<file path="config.mk">
export PLATFORM = sky130hd
export DESIGN_NAME = red_diamond_controller
export DESIGN_NICKNAME = d
export VERILOG_FILES = /design/src/rtl/red_diamond_controller.sv
export SDC_FILE = /design/constraint.sdc
export NUM_CORES = 1
export LEC_CHECK = 0
export BUFFER_PORTS_ARGS = -buffer_cell sky130_fd_sc_hd__clkbuf_2
export CAP_MARGIN = 0
export CELL_PAD_IN_SITES_DETAIL_PLACEMENT = 1
export CELL_PAD_IN_SITES_GLOBAL_PLACEMENT = 2
export CORE_MARGIN = 2
export CORE_UTILIZATION = 32
export CTS_CLUSTER_SIZE = 25
export DETAILED_ROUTE_END_ITERATION = 10
export GPL_TIMING_DRIVEN = 0
export PLACE_DENSITY = 0.8
export SYNTH_ARGS = -nofsm -noshare
export SYNTH_HDL_FRONTEND = slang
export SYNTH_SLANG_ARGS = --single-unit
</file>
<file path="constraint.sdc">
create_clock -name vga_clk -period 3.38 [get_ports vga_clk]
set_input_delay 0.338 -clock vga_clk [delete_from_list [all_inputs] [get_ports vga_clk]]
set_output_delay 0.338 -clock vga_clk [all_outputs]
set_load 0.01 [all_outputs]
</file>
<file path="src/rtl/red_diamond_controller.sv">
// red_diamond_controller
//   Upstream stage of the red-diamond sprite renderer. It produces the diamond
//   centre with a per-frame vertical bob and a visibility flag for the pixel
//   mux. When Fireboy overlaps the diamond it pulses collect_pulse once, runs a
//   short collect animation, then hides the diamond until level_start.
//
//   Optional feature macro: DIAMOND_FLASH_EN
//     defined   : diamond_on blinks once per frame while collecting
//     undefined : diamond_on drops as soon as the collection is accepted
//
// Ports
//   vga_clk        in   pixel clock, the only clock
//   reset_n        in   synchronous active-low reset (priority over level_start)
//   vsync          in   VGA vsync, active low; a falling edge is a frame tick
//   level_start    in   synchronous respawn to VISIBLE with bob phase 0
//   fb_x, fb_y     in   Fireboy centre, used only on a frame tick
//   x_d, y_d       out  diamond centre
//   diamond_on     out  renderer enable
//   collect_pulse  out  one-clock pulse when a collection is accepted
//   collected      out  sticky collected flag, cleared by respawn
module red_diamond_controller #(
  parameter logic [9:0] X_INIT      = 10'd320,
  parameter logic [9:0] Y_INIT      = 10'd240,
  parameter int         HALF_SIZE   = 10,
  parameter int         PLAYER_HALF = 12,
  parameter int         BOB_AMPL    = 3,
  parameter int         COLLECT_FRM = 8
) (
  input  logic       vga_clk,
  input  logic       reset_n,
  input  logic       vsync,
  input  logic       level_start,
  input  logic [9:0] fb_x,
  input  logic [9:0] fb_y,
  output logic [9:0] x_d,
  output logic [9:0] y_d,
  output logic       diamond_on,
  output logic       collect_pulse,
  output logic       collected
);

  localparam int PW = $clog2(4 * BOB_AMPL);
  localparam int CW = (COLLECT_FRM > 1) ? $clog2(COLLECT_FRM) : 1;

  localparam logic [PW-1:0]     PH_LAST  = PW'(4 * BOB_AMPL - 1);
  localparam logic [CW-1:0]     CNT_LAST = CW'(COLLECT_FRM - 1);
  localparam logic signed [10:0] A1      = 11'(BOB_AMPL);
  localparam logic signed [10:0] A2      = 11'(2 * BOB_AMPL);
  localparam logic signed [10:0] A3      = 11'(3 * BOB_AMPL);
  localparam logic signed [10:0] A4      = 11'(4 * BOB_AMPL);
  localparam logic [10:0]        HIT_LIM = 11'(HALF_SIZE + PLAYER_HALF);

`ifdef DIAMOND_FLASH_EN
  localparam bit FLASH = 1'b1;
`else
  localparam bit FLASH = 1'b0;
`endif

  typedef enum logic [1:0] {VISIBLE, COLLECTING, GONE} state_t;

  state_t        state, state_nxt;
  logic [PW-1:0] phase, phase_nxt, phase_inc;
  logic [CW-1:0] cnt, cnt_nxt;
  logic          vs_q;
  logic [9:0]    y_nxt, y_tick;
  logic          on_nxt, pulse_nxt, coll_nxt;
  logic          tick, hit;

  // Triangle wave: 0 -> +A -> 0 -> -A -> 0 over 4A phases.
  function automatic logic signed [10:0] bob_off(input logic [PW-1:0] p);
    logic signed [10:0] ps;
    ps = signed'(11'(p));
    if (ps < A1)      return ps;
    else if (ps < A3) return A2 - ps;
    else              return ps - A4;
  endfunction

  logic signed [10:0] ysum, dx, dy;
  logic [10:0]        adx, ady;

  assign tick      = vs_q & ~vsync;
  assign phase_inc = (phase == PH_LAST) ? '0 : phase + PW'(1);
  // y_d follows the phase it is about to take, so it lands one clock after the tick.
  assign ysum      = signed'({1'b0, Y_INIT}) + bob_off(phase_inc);
  assign y_tick    = ysum[9:0];

  // Hit test against the y_d currently on screen (pre-update).
  assign dx  = signed'({1'b0, fb_x}) - signed'({1'b0, X_INIT});
  assign dy  = signed'({1'b0, fb_y}) - signed'({1'b0, y_d});
  assign adx = dx[10] ? 11'(-dx) : 11'(dx);
  assign ady = dy[10] ? 11'(-dy) : 11'(dy);
  assign hit = (adx < HIT_LIM) && (ady < HIT_LIM);

  always_comb begin
    state_nxt = state;
    phase_nxt = phase;
    cnt_nxt   = cnt;
    y_nxt     = y_d;
    on_nxt    = diamond_on;
    pulse_nxt = 1'b0;
    coll_nxt  = collected;
    if (level_start) begin
      // Respawn wins over any tick or hit in the same cycle.
      state_nxt = VISIBLE;
      phase_nxt = '0;
      cnt_nxt   = '0;
      y_nxt     = Y_INIT;
      on_nxt    = 1'b1;
      coll_nxt  = 1'b0;
    end else if (tick) begin
      phase_nxt = phase_inc;
      y_nxt     = y_tick;
      case (state)
        VISIBLE: begin
          if (hit) begin
            state_nxt = COLLECTING;
            cnt_nxt   = '0;
            pulse_nxt = 1'b1;
            coll_nxt  = 1'b1;
            on_nxt    = FLASH;
          end
        end
        COLLECTING: begin
          if (cnt == CNT_LAST) begin
            state_nxt = GONE;
            on_nxt    = 1'b0;
          end else begin
            cnt_nxt = cnt + CW'(1);
            on_nxt  = FLASH ? ~diamond_on : 1'b0;
          end
        end
        default: on_nxt = 1'b0;
      endcase
    end
  end

  always_ff @(posedge vga_clk) begin
    if (!reset_n) begin
      state         <= VISIBLE;
      phase         <= '0;
      cnt           <= '0;
      vs_q          <= 1'b1;
      x_d           <= X_INIT;
      y_d           <= Y_INIT;
      diamond_on    <= 1'b1;
      collect_pulse <= 1'b0;
      collected     <= 1'b0;
    end else begin
      state         <= state_nxt;
      phase         <= phase_nxt;
      cnt           <= cnt_nxt;
      vs_q          <= vsync;
      x_d           <= X_INIT;
      y_d           <= y_nxt;
      diamond_on    <= on_nxt;
      collect_pulse <= pulse_nxt;
      collected     <= coll_nxt;
    end
  end

endmodule

</file>
==> impl_metrics.tcl, run 1 <==
set metrics [dict create \
    initial_utilization 0.326 \
    cts.path.max_buffers 2 \
    route.detailed.wl_per_inst_um 13.8 \
    finalInstanceArea_sq_mm 0.00255 \
    yosys.area_share.xor_xnor 0.0441 \
    drt_pass1_iterations 4 \
    synth.area.mux_share 0.0149 \
    worstPathMaxFanout 9 \
    final_net_count 369 \
    design.core.area_sq_mm 0.00672 \
    most_frequent_cells_in_the_layout "clkbuf_2 (30), nor2_1 (24), inv_1 (19), nand2_1 (19), ha_1 (18)" \
    cts-htree-levels 1 \
    synth-compound-area-share 0.249 \
    timing.final.max_slew_violations 0 \
    ys_async_sr_fraction 0 \
    startpoint_kind_of_the_worst_setup_timing_path "register" \
    outcome "complete, no violations" \
    grt_max_degree 11 \
    place_congestion 0.832 \
    netlist-cell-type-count 73 \
    tightestPinTransition_ps 579 \
    summed_instance_area_of_the_synthesized_netlist_sq_mm 0.00219 \
    fp.dieArea_sq_mm 0.00751 \
    drt-vias-per-instance 5.19 \
    utilization 0.380 \
    finalHoldViolations 0 \
    die_w_um 86.7 \
    adder_and_majority_cell_fraction_of_the_synthesized_area 0.112 \
    detail-route-antenna-nets 0 \
    finalClockSkew_ps 3.05 \
    row_count 30 \
    insertedDiodeCount 0 \
    cp.arrival_ps 3200 \
    timing.setup.tns_ps 0 \
    detailedRoute.firstIterationViolations 49 \
    cts_tree "done" \
    synth_top_area_frac 0.156 \
    dpl_cell_area_sq_mm 0.00249 \
    dominantRegCellSynth "dfxtp_1" \
    max_slew_margin 0.603 \
    clkLatencyLatePin_ps 250 \
    io-pin-count 47 \
    critPathMaxStageDelay_ps 450 \
    ys_seq_area_frac 0.156 \
    ys_ff_latch 17 \
    synth.yosys.warnings 0 \
    worstSetupPathType "register to register" \
    syn_to_final_growth_pct 16.7 \
    max-vdd-ir-drop_mv 0.195 \
    hold_path.class "input port to register" \
    detail_route.wirelength_mm 5.61 \
    clk_root_buffer_cell "clkbuf_8" \
    static-leakage-power_uw 0.00109 \
    die_height_um 86.7 \
    setup-violations-final 0 \
    synth.avg_cell_area_sq_um 7.87 \
    timing.max_cap.violations 0 \
    achievable-frequency_mhz 327 \
    crit_chain "ha_1 -> inv_1 -> fa_1 -> nand3_2 -> a31oi_2 -> or3_1 -> a2111oi_0 -> o2111a_1 -> nand4_1 -> and3_1" \
    synth_simple_gate_area_frac 0.304 \
    cts.hold.buffers_added 0 \
    dpl.hpwl_mm 4.55 \
    pd_cells_mw_per_mm2 234 \
    synth_edf_count 0 \
    clock-sinks 17 \
    drt_drc_violations_left 0 \
    grtUsageTotal 0.150 \
    timing.critical_path.required_ps 3520 \
    io_buffers 30 \
    synth.area.top_cells "dfxtp_1 (16%), ha_1 (10%), buf_4 (5.5%)" \
    grt_first_pass_wirelength_mm 9.43 \
    grt_overflow 0 \
    slowest_cell_on_crit_path "fa_1" \
    layout_commonest_cell "clkbuf_2" \
    grt_pass1_vias 2030 \
    post_route_cells_drive_above_1_share 0.255 \
    synth_top_family_by_area "simple AND/OR/NAND/NOR gates" \
    clk_pin_slew_ps 70 \
    cts_buffers 3 \
    final.period_utilization 0.903 \
    rsz0062_at_grt "false" \
    finalWorstPathRequiredPeriod_ps 3050 \
    num_vias 2100 \
    timing.critical_path.to_type "register" \
    synth_top_cell_by_area "dfxtp_1" \
    synthCells 278 \
    initial_antenna_violation_count 0 \
]
layout make-up:
| class | count | area (sq um) |
|---|---|---|
| tap | 80 | 100 |
| sequential | 17 | 342 |
| buffer | 25 | 185 |
| inverter | 19 | 71.3 |
| clock buffer | 4 | 45.0 |
| timing repair buffer | 30 | 150 |
| multi-input combinational | 230 | 1660 |
| fill | 836 | 4170 |
flip-flops by register name (all words and copies together), names as in the netlist:
name / cells
y_d: 5
cnt: 3
phase: 3
state: 2
collect_pulse: 1
collected: 1
diamond_on: 1
vs_q: 1
final timing paths:
| check | startpoint | end | slack [ps] | cells after the start |
|---|---|---|---|---|
| max reg2reg | y_d[0] | cnt[2] | 330 | 10 |
| min reg2reg | collected | collected | 450 | 2 |
| max | y_d[0] | cnt[2] | 330 | 10 |
| min | reset_n | vs_q | 290 | 2 |
synth_stat cells (3+ instances only):
master / instances
a211oi_1: 8
a21oi_1: 14
and3_1: 5
ha_1: 18
o31ai_1: 3
a21oi_2: 3
nor4_1: 7
nor2_1: 24
o21ai_0: 8
clkbuf_1: 4
nor2b_1: 5
xnor2_1: 8
nor3b_1: 4
buf_6: 4
nand2_1: 19
nand2b_1: 7
dfxtp_1: 17
inv_1: 19
xor2_1: 3
nor3_1: 10
buf_4: 16
o221ai_1: 3
nand4_1: 3
nand3_1: 7
layer usage:
metal	GRT usage	part of all wire	vias to the layer above
met2	0.264	0.48	24
met4	0.0256	0.0036	0
li1	-	-	1080
met1	0.203	0.49	994
met3	0.0114	0.021	2
met5	0	0	-
timing repair:
action,4_1_cts,5_1_grt
hold endpoints to repair,0,0
endpoints found under the setup margin,0,7
buffers inserted,0,0
resized for setup,0,4
worst max-delay path: cells and delay by family (launching register included):
kind | cells | cell delay (ps)
buffers and inverters | 1 | 50
and+or+nand+nor | 4 | 1000
adders and majority gates | 2 | 640
AOI/OAI and AO/OA | 3 | 840
DFF | 1 | 420
metrics by stage:
stage	total power [uW]	hold WS, ps	cells	setup WS, ps
6_report	597	285	405	326
5_1_grt	639	300	405	60.7
4_1_cts	600	279	405	113
3_5_place_dp	446	450	401	130
3_3_place_gp	442	437	401	179
2_1_floorplan	383	411	291	511
where the power goes:
part / leakage (uW) / switching [uW] / internal [uW] / total (uW)
clock network: 0.0000228 / 68.8 / 83.6 / 152
logic: 0.000929 / 137 / 100 / 237
registers: 0.000138 / 4.14 / 204 / 208
cells by family after synthesis:
group / Yosys count
buf+inv: 44
simple gates: 115
other cells: 2
compound gates: 67
flops: 17
fa+ha+maj: 19
xor+xnor: 11
mux: 3
Power figures use the tool's default switching activity.
==> inputs of run 2 (changes only) <==
Settings changed: ABC_AREA set to 1, CORE_UTILIZATION 32 to 29, PLACE_DENSITY 0.8 to 0.81.
==> impl_metrics.tcl, run 2 <==
set metrics [dict create \
    synth.yosys.warnings 0 \
    cts.path.max_buffers 2 \
    reg2reg_slack_ps 560 \
    synth.most_common_cell "nand2_1" \
    summed_instance_area_of_the_synthesized_netlist_sq_mm 0.00227 \
    timing.setup.tns_ps 0 \
    globalRouteMet2Util 0.235 \
    setup-violations-final 0 \
    achievable-frequency_mhz 355 \
    grt_use_met1 0.185 \
    final_critical_path_setup_slack_ps 560 \
    largest_register_ff_count 5 \
    register_with_the_highest_flop_count "y_d" \
    max-vdd-ir-drop_mv 0.120 \
    largest_registers "y_d x5, cnt x3, phase x3" \
    cts-htree-levels 1 \
    place_congestion 0.800 \
    clk_root_buffer_cell "clkbuf_8" \
    dominantRegCellSynth "dfxtp_1" \
    finalHoldViolations 0 \
    drt_drc_violations_left 0 \
    netlist-cell-type-count 36 \
    timing.critical_path.required_ps 3570 \
    hold_path.class "input port to register" \
    most_frequent_cells_in_the_layout "nand2_1 (110), inv_1 (68), nand3_1 (39)" \
    grt_peak_use_layer "met2" \
    cts_tree "done" \
    rsz0062_at_grt "false" \
    utilization 0.346 \
    detail-route-antenna-nets 0 \
    outcome "complete, no violations" \
    die_w_um 92.4 \
    drt_pass1_iterations 4 \
    insertedDiodeCount 0 \
    timing.critical_path.to_type "register" \
    drt-vias-per-instance 4.42 \
    grt_first_pass_wirelength_mm 9.81 \
    fp.dieArea_sq_mm 0.00854 \
    pd_cells_mw_per_mm2 225 \
    ys_ff_latch 17 \
    ys_seq_area_frac 0.150 \
    met3_grt_util 0.0179 \
    finalInstanceArea_sq_mm 0.00265 \
    synthCells 382 \
    grt_overflow 0 \
    worstSetupPathType "register to register" \
    finalClockSkew_ps 2.78 \
    dpl_cell_area_sq_mm 0.00260 \
    post_route_cells_drive_above_1_share 0.195 \
    num_vias 2352 \
    dpl.hpwl_mm 4.78 \
    static-leakage-power_uw 0.00143 \
    clkLatencyLatePin_ps 250 \
    syn_to_final_growth_pct 16.7 \
    synth.area.top_cells "nand2_1 (18%), dfxtp_1 (15%), inv_1 (11%)" \
    cp.arrival_ps 3010 \
    detail_route.wirelength_mm 5.49 \
    ys_async_sr_fraction 0 \
    worst_path_most_repeated_cell "nand2_1" \
    final_net_count 474 \
    final.period_utilization 0.834 \
    row_count 32 \
    post_cts.resized_instances 0 \
    grt_max_degree 11 \
    cts.hold.buffers_added 0 \
    worst-path-buf-inv 4 \
    cts_buffers 3 \
    preCtsSetupSlack_ps 473 \
    initial_antenna_violation_count 0 \
    io-pin-count 47 \
    io_buffers 31 \
    timing.max_cap.violations 0 \
    synth_top_cell_by_area "nand2_1" \
    finalWorstPathRequiredPeriod_ps 2820 \
    post_synth_most_frequent_cells "nand2_1 (110), inv_1 (68), nand3_1 (39), nor2_1 (28), ha_1 (18)" \
    detailedRoute.firstIterationViolations 33 \
    critical_path.top_delay_family "simple AND/OR/NAND/NOR gates" \
    route.detailed.wl_per_inst_um 10.3 \
    grt_pass1_vias 2194 \
    worstPathMaxFanout 7 \
    critPathMaxStageDelay_ps 460 \
    synth_top_area_frac 0.182 \
    grtUsageTotal 0.135 \
    post-cts-setup-buffer-count 0 \
    synth.avg_cell_area_sq_um 5.94 \
    die_height_um 92.4 \
    clock-sinks 17 \
    synth_edf_count 0 \
    slowest_cell_on_crit_path "dfxtp_1" \
    timing.final.max_slew_violations 0 \
    design.core.area_sq_mm 0.00765 \
    startpoint_kind_of_the_worst_setup_timing_path "register" \
    clk_pin_slew_ps 70 \
    initial_utilization 0.296 \
    crit_chain "ha_1 -> inv_1 -> fa_1 -> inv_1 -> ha_1 -> inv_1 -> nor2_2 -> nand3_2 -> nor2_2 -> nand2_1 -> nand2_1 -> nand2_1 -> nand2_1 -> nand3_2 -> nor2_4 -> nand3_4 -> nand2_4 -> nand3_4 -> nand2_1 -> inv_1 -> nor2_1" \
    layout_commonest_cell "nand2_1" \
]
-- run 2: cell count changes after synthesis, sizes merged, moves of 9 or more --
cell / before / now
nand2: 19 / 118
inv: 19 / 73
nand3: 8 / 48
nor3: 12 / 3
-- run 2: kinds of logic (layout without fill, tap and decap cells) --
kind of cell	Yosys count	in the layout	synth area share
fa+ha+maj	19	19	0.108
xor+xnor	3	3	0.0116
other cells	2	15	0.00331
flops	17	17	0.150
buf+inv	94	129	0.190
compound gates	33	33	0.0866
simple gates	214	214	0.450
-- run 2: through the flow --
| stage | std cells | hold slack, ps | total power (uW) |
|---|---|---|---|
| final | 532 | 259 | 595 |
| after global routing | 532 | 280 | 654 |
| after CTS | 532 | 251 | 610 |
| after detailed placement | 528 | 456 | 448 |
| after global placement | 528 | 443 | 443 |
| after floorplan | 395 | 407 | 389 |
-- run 2: final timing paths --
| check | from | end | depth (start not counted) |
|---|---|---|---|
| max | y_d[0] | cnt[2] | 21 |
| min | reset_n | vs_q | 2 |
| max reg2reg | y_d[0] | cnt[2] | 21 |
| min reg2reg | diamond_on | diamond_on | 2 |
-- run 2: routing by layer --
metal	vias up	share of wire
li1	1264	-
met1	1057	0.49
met2	29	0.48
met3	2	0.028
met4	0	0.0024
met5	-	0
-- run 2: final cells by class --
cell class              count  area [sq um]
clock buffers               3          41.3
multi-input cells         284          1540
clock inverters             1          5.00
repair buffers             31           155
flip-flops and latches     17           340
plain buffers              21           158
inverters                  73           274
well taps                 102           128
fillers                  1049          5000
-- run 2: where the power goes --
group | total [uW] | switching, uW | internal, uW
logic | 235 | 147 | 88.1
registers | 206 | 3.09 | 203
clock network | 154 | 72.3 | 81.8
total | 595 | 222 | 373
==> inputs of run 3 (changes only) <==
Clock period 3.38 ns to 2.8 ns, I/O delays scaled along.
==> impl_metrics.tcl, run 3 (same netlist as run 2, synthesis figures left out) <==
set metrics [dict create \
    largest_register_ff_count 5 \
    dpl.hpwl_mm 4.78 \
    initial_utilization 0.296 \
    die_w_um 92.4 \
    slowest_cell_on_crit_path "fa_2" \
    grt_pass1_vias 2194 \
    final_critical_path_setup_slack_ps 249 \
    register_with_the_highest_flop_count "y_d" \
    setup-violations-final 0 \
    achievable-frequency_mhz 392 \
    route.detailed.wl_per_inst_um 10.4 \
    clk_pin_slew_ps 70 \
    insertedDiodeCount 0 \
    design.core.area_sq_mm 0.00765 \
    drt_pass1_iterations 4 \
    finalWorstPathRequiredPeriod_ps 2550 \
    post_route_cells_drive_above_1_share 0.236 \
    row_count 32 \
    timing.max_cap.violations 0 \
    detailedRoute.firstIterationViolations 42 \
    drt_drc_violations_left 0 \
    place_congestion 0.800 \
    hold_path.class "input port to register" \
    critPathMaxStageDelay_ps 550 \
    static-leakage-power_uw 0.00146 \
    cts-htree-levels 1 \
    detail_route.wirelength_mm 5.59 \
    rsz0062_at_grt "false" \
    finalClockSkew_ps 2.53 \
    num_vias 2375 \
    cp.arrival_ps 2740 \
    layout_commonest_cell "nand2_1" \
    largest_registers "y_d x5, cnt x3, phase x3" \
    cts.path.max_buffers 2 \
    placed_cells_incl_taps 528 \
    detail-route-antenna-nets 0 \
    fp.dieArea_sq_mm 0.00854 \
    setup.worst_path.start "y_d[0]" \
    max-vdd-ir-drop_mv 0.145 \
    initial_antenna_violation_count 0 \
    pd_cells_mw_per_mm2 268 \
    grt_first_pass_wirelength_mm 9.81 \
    fillers 1047 \
    final.period_utilization 0.911 \
    io-pin-count 47 \
    cts_tree "done" \
    clkLatencyLatePin_ps 250 \
    preCtsSetupSlack_ps -49.0 \
    grt_overflow 0 \
    critical_path.top_delay_family "simple AND/OR/NAND/NOR gates" \
    timing.critical_path.required_ps 2990 \
    final_net_count 480 \
    clock-sinks 17 \
    startpoint_kind_of_the_worst_setup_timing_path "register" \
    finish.cell_count_without_fillers 538 \
    syn_to_final_growth_pct 21.4 \
    timing.rr.start "y_d[0]" \
    grtUsageTotal 0.135 \
    die_height_um 92.4 \
    finalHoldViolations 0 \
    grt_max_degree 11 \
    cts_buffers 3 \
    timing.final.max_slew_violations 0 \
    crit_chain "ha_4 -> inv_4 -> fa_2 -> inv_2 -> ha_4 -> inv_2 -> nor2_4 -> nand3_2 -> nor2_2 -> nand2_2 -> buf_4 -> nand3_1 -> nand2_2 -> nand3_4 -> nor2_4 -> nand3_4 -> nand2_4 -> nand3_4 -> nand2_2 -> inv_1 -> nor2_1" \
    timing.setup.tns_ps 0 \
    io_buffers 31 \
    worstPathMaxFanout 5 \
    worstSetupPathType "register to register" \
    hold_start "reset_n" \
    most_frequent_cells_in_the_layout "nand2_1 (104), inv_1 (65), nand3_1 (39)" \
    clk_root_buffer_cell "clkbuf_8" \
    timing.critical_path.to_type "register" \
    worst-path-buf-inv 5 \
    outcome "complete, no violations" \
    drt-vias-per-instance 4.41 \
]
==> run 3: changes by cell type in the layout (fill, tap and decap cells not counted), sizes merged <==
cell  before  now
buf       19   25
==> run 3: cell type report <==
cell class                      instances  area [sq um]  share of cell area
Clock buffer                            3          41.3              0.0150
Timing Repair Buffer                   37           200              0.0728
Sequential cell                        17           344               0.125
Clock inverter                          1          5.00             0.00182
Tap cell                              102           128              0.0464
Buffer                                 21           158              0.0573
Multi-Input combinational cell        284          1600               0.581
Inverter                               73           277               0.101
==> run 3: path summary, 6_finish.rpt <==
| path | endpoint | slack (ps) | depth (start not counted) |
|---|---|---|---|
| min | vs_q | 200 | 2 |
| max | cnt[2] | 250 | 21 |
| max reg2reg | cnt[2] | 250 | 21 |
| min reg2reg | diamond_on | 460 | 2 |
==> run 3: per-stage QoR <==
stage                util  power, uW  hold WS, ps  area, sq um
global placement    0.340        535          443         2600
finish              0.360        737          201         2750
global route        0.360        810          222         2750
CTS                 0.346        736          193         2650
floorplan               -        470          349         2320
detailed placement  0.340        541          456         2600
==> run 3: routing by layer <==
metal,up-vias,wire length (um),GRT usage
li1,1278,-,-
met1,1066,2760,0.185
met2,29,2670,0.235
met3,2,151,0.0179
met4,0,13,0.00746
met5,-,0,0
==> run 3: repair_timing <==
item,CTS,global route
endpoints found under the setup margin,4,7
buffers inserted,0,6
pin swaps,0,11
gates resized for setup,1,18
gates cloned,0,0
hold buffers,0,0
==> run 3: power by group <==
group | internal (uW) | leakage [uW] | switching [uW]
combinational | 116 | 0.00130 | 187
sequential | 245 | 0.000138 | 3.18
clock | 98.7 | 0.0000255 | 87.1
total | 460 | 0.00146 | 277
